**src/rtl/target_filter.sv**
```systemverilog
// Per-frame target conditioner between the colour tracker and motor control.
// Validates detections, gates outliers, EMA-smooths x/y/radius and tracks acquisition/loss.
module target_filter #(
   parameter int unsigned ALPHA_SHIFT = 2,
   parameter int unsigned GATE        = 40,
   parameter int unsigned ACQ_FRAMES  = 3,
   parameter int unsigned LOST_FRAMES = 8,
   parameter int unsigned RAD_MIN     = 10,
   parameter int unsigned CENTER_X    = 160,
   parameter int unsigned CENTER_Y    = 120
) (
   input  logic       clk_in,
   input  logic       rst_in,
   input  logic       frame_done_in,
   input  logic [8:0] x_in,
   input  logic [8:0] y_in,
   input  logic [6:0] rad_in,
   output logic [8:0] x_out,
   output logic [8:0] y_out,
   output logic [6:0] rad_out,
   output logic       valid_out,
   output logic       lost_out,
   output logic [1:0] state_out
);

   localparam int unsigned XW  = 9;
   localparam int unsigned RW  = 7;
   localparam int unsigned CW  = 4;
   localparam int unsigned XAW = XW + ALPHA_SHIFT;
   localparam int unsigned RAW = RW + ALPHA_SHIFT;

   typedef enum logic [1:0] {
      ST_LOST    = 2'd0,
      ST_ACQUIRE = 2'd1,
      ST_TRACK   = 2'd2
   } state_t;

   state_t         state_q, state_d;
   logic [XAW-1:0] x_acc_q, x_acc_d, y_acc_q, y_acc_d;
   logic [RAW-1:0] r_acc_q, r_acc_d;
   logic [CW-1:0]  acq_q, acq_d, miss_q, miss_d;
   logic [XW-1:0]  x_q, x_d, y_q, y_d;
   logic [RW-1:0]  r_q, r_d;
   logic           valid_q, valid_d;
   logic           lost_q, lost_d;

   logic           det, hit;
   logic [CW-1:0]  acq_inc, miss_inc;
   logic [XAW-1:0] x_acc_upd, y_acc_upd, x_acc_rld, y_acc_rld;
   logic [RAW-1:0] r_acc_upd, r_acc_rld;
   logic signed [9:0] dx, dy;
   logic [9:0]     ax, ay;

   // Detection, distance gate against the current filtered position, and EMA candidates
   always_comb begin
      det       = (x_in != 9'h1FF) && (rad_in >= RW'(RAD_MIN));
      dx        = $signed({1'b0, x_in}) - $signed({1'b0, x_q});
      dy        = $signed({1'b0, y_in}) - $signed({1'b0, y_q});
      ax        = dx[9] ? 10'(-dx) : 10'(dx);
      ay        = dy[9] ? 10'(-dy) : 10'(dy);
      hit       = det && (ax <= 10'(GATE)) && (ay <= 10'(GATE));
      acq_inc   = (acq_q  == 4'd15) ? 4'd15 : acq_q  + 4'd1;
      miss_inc  = (miss_q == 4'd15) ? 4'd15 : miss_q + 4'd1;
      x_acc_rld = XAW'(x_in)   << ALPHA_SHIFT;
      y_acc_rld = XAW'(y_in)   << ALPHA_SHIFT;
      r_acc_rld = RAW'(rad_in) << ALPHA_SHIFT;
      x_acc_upd = x_acc_q - (x_acc_q >> ALPHA_SHIFT) + XAW'(x_in);
      y_acc_upd = y_acc_q - (y_acc_q >> ALPHA_SHIFT) + XAW'(y_in);
      r_acc_upd = r_acc_q - (r_acc_q >> ALPHA_SHIFT) + RAW'(rad_in);
   end

   // Next-state and next-output logic; nothing moves except on a frame pulse
   always_comb begin
      state_d = state_q;
      x_acc_d = x_acc_q;
      y_acc_d = y_acc_q;
      r_acc_d = r_acc_q;
      acq_d   = acq_q;
      miss_d  = miss_q;
      x_d     = x_q;
      y_d     = y_q;
      r_d     = r_q;
      valid_d = 1'b0;

      if (frame_done_in) begin
         valid_d = 1'b1;
         unique case (state_q)
            ST_LOST: begin
               if (det) begin
                  x_acc_d = x_acc_rld;
                  y_acc_d = y_acc_rld;
                  r_acc_d = r_acc_rld;
                  x_d     = x_in;
                  y_d     = y_in;
                  r_d     = rad_in;
                  acq_d   = 4'd1;
                  miss_d  = '0;
                  state_d = (ACQ_FRAMES == 1) ? ST_TRACK : ST_ACQUIRE;
               end
            end
            ST_ACQUIRE: begin
               if (det) begin
                  x_acc_d = x_acc_upd;
                  y_acc_d = y_acc_upd;
                  r_acc_d = r_acc_upd;
                  x_d     = XW'(x_acc_upd >> ALPHA_SHIFT);
                  y_d     = XW'(y_acc_upd >> ALPHA_SHIFT);
                  r_d     = RW'(r_acc_upd >> ALPHA_SHIFT);
                  acq_d   = acq_inc;
                  if (acq_inc == CW'(ACQ_FRAMES)) begin
                     state_d = ST_TRACK;
                     miss_d  = '0;
                  end
               end else begin
                  state_d = ST_LOST;
                  x_d     = XW'(CENTER_X);
                  y_d     = XW'(CENTER_Y);
                  r_d     = '0;
                  acq_d   = '0;
               end
            end
            ST_TRACK: begin
               if (hit) begin
                  x_acc_d = x_acc_upd;
                  y_acc_d = y_acc_upd;
                  r_acc_d = r_acc_upd;
                  x_d     = XW'(x_acc_upd >> ALPHA_SHIFT);
                  y_d     = XW'(y_acc_upd >> ALPHA_SHIFT);
                  r_d     = RW'(r_acc_upd >> ALPHA_SHIFT);
                  miss_d  = '0;
               end else if (miss_inc == CW'(LOST_FRAMES)) begin
                  state_d = ST_LOST;
                  x_d     = XW'(CENTER_X);
                  y_d     = XW'(CENTER_Y);
                  r_d     = '0;
                  miss_d  = '0;
                  acq_d   = '0;
               end else begin
                  miss_d  = miss_inc;
               end
            end
            default: begin
               state_d = ST_LOST;
               x_d     = XW'(CENTER_X);
               y_d     = XW'(CENTER_Y);
               r_d     = '0;
               acq_d   = '0;
               miss_d  = '0;
            end
         endcase
      end

      lost_d = (state_d != ST_TRACK);
   end

   // State register; reset overrides a coincident frame pulse
   always_ff @(posedge clk_in) begin
      if (rst_in) begin
         state_q <= ST_LOST;
         x_acc_q <= '0;
         y_acc_q <= '0;
         r_acc_q <= '0;
         acq_q   <= '0;
         miss_q  <= '0;
         x_q     <= XW'(CENTER_X);
         y_q     <= XW'(CENTER_Y);
         r_q     <= '0;
         valid_q <= 1'b0;
         lost_q  <= 1'b1;
      end else begin
         state_q <= state_d;
         x_acc_q <= x_acc_d;
         y_acc_q <= y_acc_d;
         r_acc_q <= r_acc_d;
         acq_q   <= acq_d;
         miss_q  <= miss_d;
         x_q     <= x_d;
         y_q     <= y_d;
         r_q     <= r_d;
         valid_q <= valid_d;
         lost_q  <= lost_d;
      end
   end

   assign x_out     = x_q;
   assign y_out     = y_q;
   assign rad_out   = r_q;
   assign valid_out = valid_q;
   assign lost_out  = lost_q;
   assign state_out = state_q;

endmodule
```
**config.mk**
```make
export PLATFORM = sky130hd
export DESIGN_NAME = target_filter
export DESIGN_NICKNAME = d
export VERILOG_FILES = /design/src/rtl/target_filter.sv
export SDC_FILE = /design/constraint.sdc
export NUM_CORES = 1
export LEC_CHECK = 0
export CAP_MARGIN = 5
export CORE_MARGIN = 5
export CORE_UTILIZATION = 45
export CTS_CLUSTER_DIAMETER = 80
export CTS_CLUSTER_SIZE = 8
export DETAILED_ROUTE_END_ITERATION = 7
export GPL_ROUTABILITY_DRIVEN = 0
export PLACE_DENSITY = 0.66
export RECOVER_POWER = 25
export SLEW_MARGIN = 15
export SYNTH_ARGS = -nofsm -noshare
export SYNTH_HDL_FRONTEND = slang
export SYNTH_SLANG_ARGS = --single-unit
```
**constraint.sdc**
```tcl
create_clock -name clk_in -period 7 [get_ports clk_in]
set_input_delay 0.7 -clock clk_in [delete_from_list [all_inputs] [get_ports clk_in]]
set_output_delay 0.7 -clock clk_in [all_outputs]
set_load 0.005 [all_outputs]
```
# Yosys cells after proc, flatten, opt, wreduce, memory -nomap -nowiden
# Cells that the tools add are included.
# word_totals
reg_bits	68
# classes
reduce_logical	9
magnitude_cmp	3
n_eq_ne	15
add_sub_neg	12
muxes	50
# ops
op	count
9-bit two-way mux	11
9-bit one-hot mux with 3 select lines	3
11-bit two-way mux	6
11-bit one-hot mux with 3 select lines	2
4-bit two-way mux	11
7-bit two-way mux	4
4-bit one-hot mux with 3 select lines	2
11-bit by 9-bit adder with 11-bit output	2
11-bit by 9-bit subtractor with 11-bit output	2
7-bit one-hot mux with 3 select lines	1
10-bit by 6-bit less-or-equal comparator with 1-bit output (second input constant)	2
10-bit two-way mux	2
10-bit negator	2
9-bit by 9-bit subtractor with 10-bit output	2
2-bit inequality test (second input constant)	7
4-bit == test (second input constant)	3
2-bit two-way mux	6
9-bit by 7-bit adder with 9-bit output	1
9-bit inequality test (second input constant)	1
9-bit by 7-bit subtractor with 9-bit output	1
4-bit by 1-bit adder with 4-bit output (second input constant)	2
4-bit AND reduction	2
7-bit by 4-bit >= comparator with 1-bit output (second input constant)	1
2-bit one-hot mux with 3 select lines	1
10 further kinds	12

# Depth between registers and ports, before layout
# logic_depth
word_depth	10
mapped_depth	15
ltp_nobuf	15

# Worst setup path before layout
# Ideal clock, no wire load.
# synth_timing
path_kind	input port to flip-flop
from	input port y_in[0]
to	register y_q[0] (netlist: y_out[0])
cell_stages	15
arrival_ns	4.100
setup_time_ns	0.067
setup_slack_ns	2.833
cell_sequence	inv_1 ha_1 inv_1 fa_1 xor2_1 or3b_1 or2_4 nor2_1 a211oi_1 or4_4 or4_4 o31ai_4 buf_6 a22oi_2 o21ai_2
# synth_via
elab_chain_len	7
elab_cells_between_ends	12
cone_classes	3 x add/sub; 1 x order compare; 1 x eq/ne; 5 x mux; 2 x reduce/logical
# synth_rtl
element	line	text
from (decl)	16	input logic [8:0] y_in,
9-bit by 9-bit subtractor with 10-bit output	58	dy = $signed({1'b0, y_in}) - $signed({1'b0, y_q});
10-bit negator	60	ay = dy[9] ? 10'(-dy) : 10'(dy);
10-bit two-way mux	60	
10-bit by 6-bit less-or-equal comparator with 1-bit output	61	hit = det && (ax <= 10'(GATE)) && (ay <= 10'(GATE));
1-bit logical AND	61	
3-bit inequality test (no line) / 9-bit two-way mux (equally long branches)	--	
3-bit AND reduction (no line) / 9-bit one-hot mux with 3 select lines (equally long branches)	--	
to (signal assigned)	166	y_q <= XW'(CENTER_Y);
to (signal assigned)	178	y_q <= y_d;
to (decl)	42	logic [XW-1:0] x_q, x_d, y_q, y_d;
# Parallel ways exist; a longest one is shown, timed or not. The select of a mux whose other input is x is not followed.
# A chain may end at the register's enable or synchronous reset.

# Worst setup path in the final report
# layout_timing
from	input port y_in[0]
to	register x_acc_q[2]
# layout_via
elab_chain_len	7
# layout_rtl
element	line	text
9-bit by 9-bit subtractor with 10-bit output *	58	
10-bit negator	60	
10-bit two-way mux *	60	
10-bit by 6-bit less-or-equal comparator with 1-bit output *	61	
1-bit logical AND *	61	
2-bit inequality test (no line) *	--	
5-bit AND reduction (no line) *	--	
to (signal assigned)	160	x_acc_q <= '0;
to (signal assigned)	172	x_acc_q <= x_acc_d;
to (decl)	39	logic [XAW-1:0] x_acc_q, x_acc_d, y_acc_q, y_acc_d;
# Every way passes the cells marked *; elsewhere a longest branch is shown, timed or not.

==> flow_metrics.env <==
export IMPL_synth_cell_types=76
export IMPL_drt_iter0_drc=327
export IMPL_synth_compound_area_frac=0.246
export IMPL_track_usage=0.199
export IMPL_finalSetupTns_ns=0
export IMPL_fillCellCount=1419
export IMPL_postRouteWirelength_um=16300
export IMPL_cp_num_buf_inv=4
export IMPL_synth_edf_count=0
export IMPL_fp_dieH_um=131
export IMPL_dp_hpwl_um=12300
export IMPL_yosys_area_share_simple=0.165
export IMPL_vias=5817
export IMPL_fp_dieW_um=131
export IMPL_fin_crit_ns=5.21
export IMPL_clock_insertion_delay_worst_skew_ns=0.34
export IMPL_ctsHoldBuffers=0
export IMPL_setup_viol=0
export IMPL_arrival_ns=5.42
export IMPL_use_met2=0.327
export IMPL_power_per_cell_area_nw_per_um2=253
export IMPL_drcViolationCount=0
export IMPL_slowest_stage="a21o_2"
export IMPL_synthArstFlopShare=0
export IMPL_cp_required_ns=7.21
export IMPL_ys_seq_elements=68
export IMPL_yosysWarnings=0
export IMPL_critical_path_top_delay_family="simple AND/OR/NAND/NOR gates"
export IMPL_cts_setup_buffers=0
export IMPL_synth_largest_area_cell="dfxtp_1"
export IMPL_clock_skew_ns=0.00968
export IMPL_ys_flop_type="dfxtp_1"
export IMPL_layout_setup_ws_ns=1.79
export IMPL_clk_path_buf_depth=2
export IMPL_avgSynthCellArea_um2=8.00
export IMPL_nets=975
export IMPL_start_kind="primary input"
export IMPL_layout_drive_gt1_share=0.0759
export IMPL_leakage_nw=3.27
export IMPL_clk_pin_slew_ns=0.06
export IMPL_slew_violations=0
export IMPL_ctsResizeCount=0
export IMPL_netlist_instances=818
export IMPL_final_common_cell="inv_1"
export IMPL_cts_root_buf="clkbuf_16"
export IMPL_vdd_drop_max_uv=144
export IMPL_maxCapViolations=0
export IMPL_cts_tree="built"
export IMPL_fin_crit_sh=0.744
export IMPL_min_delay_start="rad_out[0]"
export IMPL_path_class="primary input to flip-flop"
export IMPL_crit_start="y_in[0]"
export IMPL_final_cell_mix="inv_1, dfxtp_1, nor2_1"
export IMPL_synth_area_um2=6540
export IMPL_cpPeakStageDelay_ns=0.73
export IMPL_coreArea_um2=14400
export IMPL_synth_area_mux_share=0.0514
export IMPL_overflow=0
export IMPL_rsz0062_at_grt="false"
export IMPL_grt_pass1_wl_um=27400
export IMPL_maxSlewHeadroom=0.354
export IMPL_use_met3=0.0390
export IMPL_hold_class="flip-flop to flip-flop"
export IMPL_r2r_start="y_out[0]"
export IMPL_path_cells="clkdlybuf4s50_1 -> inv_1 -> ha_1 -> inv_1 -> fa_1 -> xor2_1 -> or3b_1 -> or2_4 -> nor2_1 -> a211oi_1 -> or4_4 -> nor4_2 -> a21o_2 -> buf_4 -> mux2i_1 -> nor2_1"
export IMPL_vias_per_cell=5.52
export IMPL_cp_max_fo=45
export IMPL_antenna_left=0
export IMPL_fp_row_count=44
export IMPL_fmax_mhz=192
export IMPL_grt_pass1_vias=5489
export IMPL_synth_top_family_by_area="compound AO/OA/AOI/OAI gates"
export IMPL_synth_area_top_cells="dfxtp_1, ha_1, fa_1"
export IMPL_cts_buffers=9
export IMPL_synth_nets=929
export IMPL_drtPass1Iterations=5
export IMPL_hold_violations=0
export IMPL_use_met1=0.273
export IMPL_antenna_found_initial=0
export IMPL_initial_utilization=0.454
export IMPL_cts_max_level=3
export IMPL_synth_xor_xnor_area_share=0.0428
export IMPL_synth_top_cell_area_share=0.208
export IMPL_syn2layout_area_growth_pct=15.5
export IMPL_die_area_um2=17100
export IMPL_grt_max_degree=47
export IMPL_synth_fa_ha_area_frac=0.190
export IMPL_status="completed"
export IMPL_io_buffers=56
export IMPL_n_antenna_cell=0
export IMPL_wl_per_cell_um=15.4
export IMPL_place_worst_setup_slack_ns=1.46
export IMPL_worst_slew_pin_slew_ns=0.969
export IMPL_busiest_layer="met2"
export IMPL_clkSinkCount=68
export IMPL_holdWs_ns=0.446
export IMPL_fin_total_pwr_mw=1.92
export IMPL_io_pins=57
export IMPL_seq_area_frac_synth=0.208
export IMPL_cp_end_kind="flip-flop"
==> metrics by stage <==
| step | area, um^2 | utilization | instances |
|---|---|---|---|
| after floorplan | 6540 | - | 818 |
| after global placement | 7260 | 0.503 | 1037 |
| after detailed placement | 7260 | 0.503 | 1037 |
| after CTS | 7560 | 0.524 | 1053 |
| after global routing | 7560 | 0.524 | 1053 |
| final | 7560 | 0.524 | 1053 |
==> where the power goes <==
part           internal [mW]  leakage (nW)  switching [mW]
Sequential             0.426         0.560          0.0342
Clock                  0.285         0.147           0.177
Combinational          0.432          2.57           0.560
==> layer usage <==
metal / routed length, um / part of all wire / up-vias
li1: - / - / 2941
met5: 0 / 0 / -
met4: 165 / 0.010 / 0
met3: 787 / 0.048 / 14
met1: 7690 / 0.47 / 2731
met2: 7610 / 0.47 / 131
==> kinds of logic (layout without fill, tap and decap cells) <==
kind of cell    Yosys count  after routing
fa+ha+maj                83             83
mux                      33             33
simple gates            218            218
flops                    68             68
buf+inv                 164            215
compound gates          220            220
xor+xnor                 32             32
==> synthesized netlist by cell type (13+ instances only) <==
library cell  count
xnor2_1          24
o21ai_2          13
nor2_1           63
mux2i_1          28
nand2_1          54
dfxtp_1          68
fa_1             27
a21oi_1          41
o21ai_0          36
nand3_1          23
a211oi_1         28
clkbuf_1         14
ha_1             56
inv_1           136
==> flip-flops by register name (all words and copies together) (netlist names) <==
| name | count |
|---|---|
| r_acc_q | 9 |
| y_acc_q | 11 |
| rad_out | 7 |
| state_out | 2 |
| acq_q | 4 |
| x_out | 9 |
| y_out | 9 |
| valid_out | 1 |
| miss_q | 4 |
| lost_out | 1 |
| x_acc_q | 11 |
==> path summary, 6_finish.rpt <==
| kind | to | slack, ns | cells past startpoint |
|---|---|---|---|
| hold reg to reg | rad_out[0] | 0.45 | 2 |
| setup reg to reg | x_acc_q[2] | 2.37 | 14 |
| hold / removal | rad_out[0] | 0.45 | 2 |
| setup / recovery | x_acc_q[2] | 1.79 | 16 |
==> worst min-delay path, cell delays in order (launching register included) <==
cell and delay, ns:
dfxtp_1 0.32, nand2_1 0.04, o21ai_0 0.05
==> layout make-up <==
class,instances,area [um^2],share of cell area
clock inverters,4,48.8,0.00646
repair buffers,63,608,0.0805
flip-flops and latches,68,1360,0.180
inverters,136,510,0.0675
well taps,184,230,0.0305
clock buffers,12,246,0.0326
multi-input cells,586,4550,0.602
No activity file was read; power rests on OpenSTA's default activity.
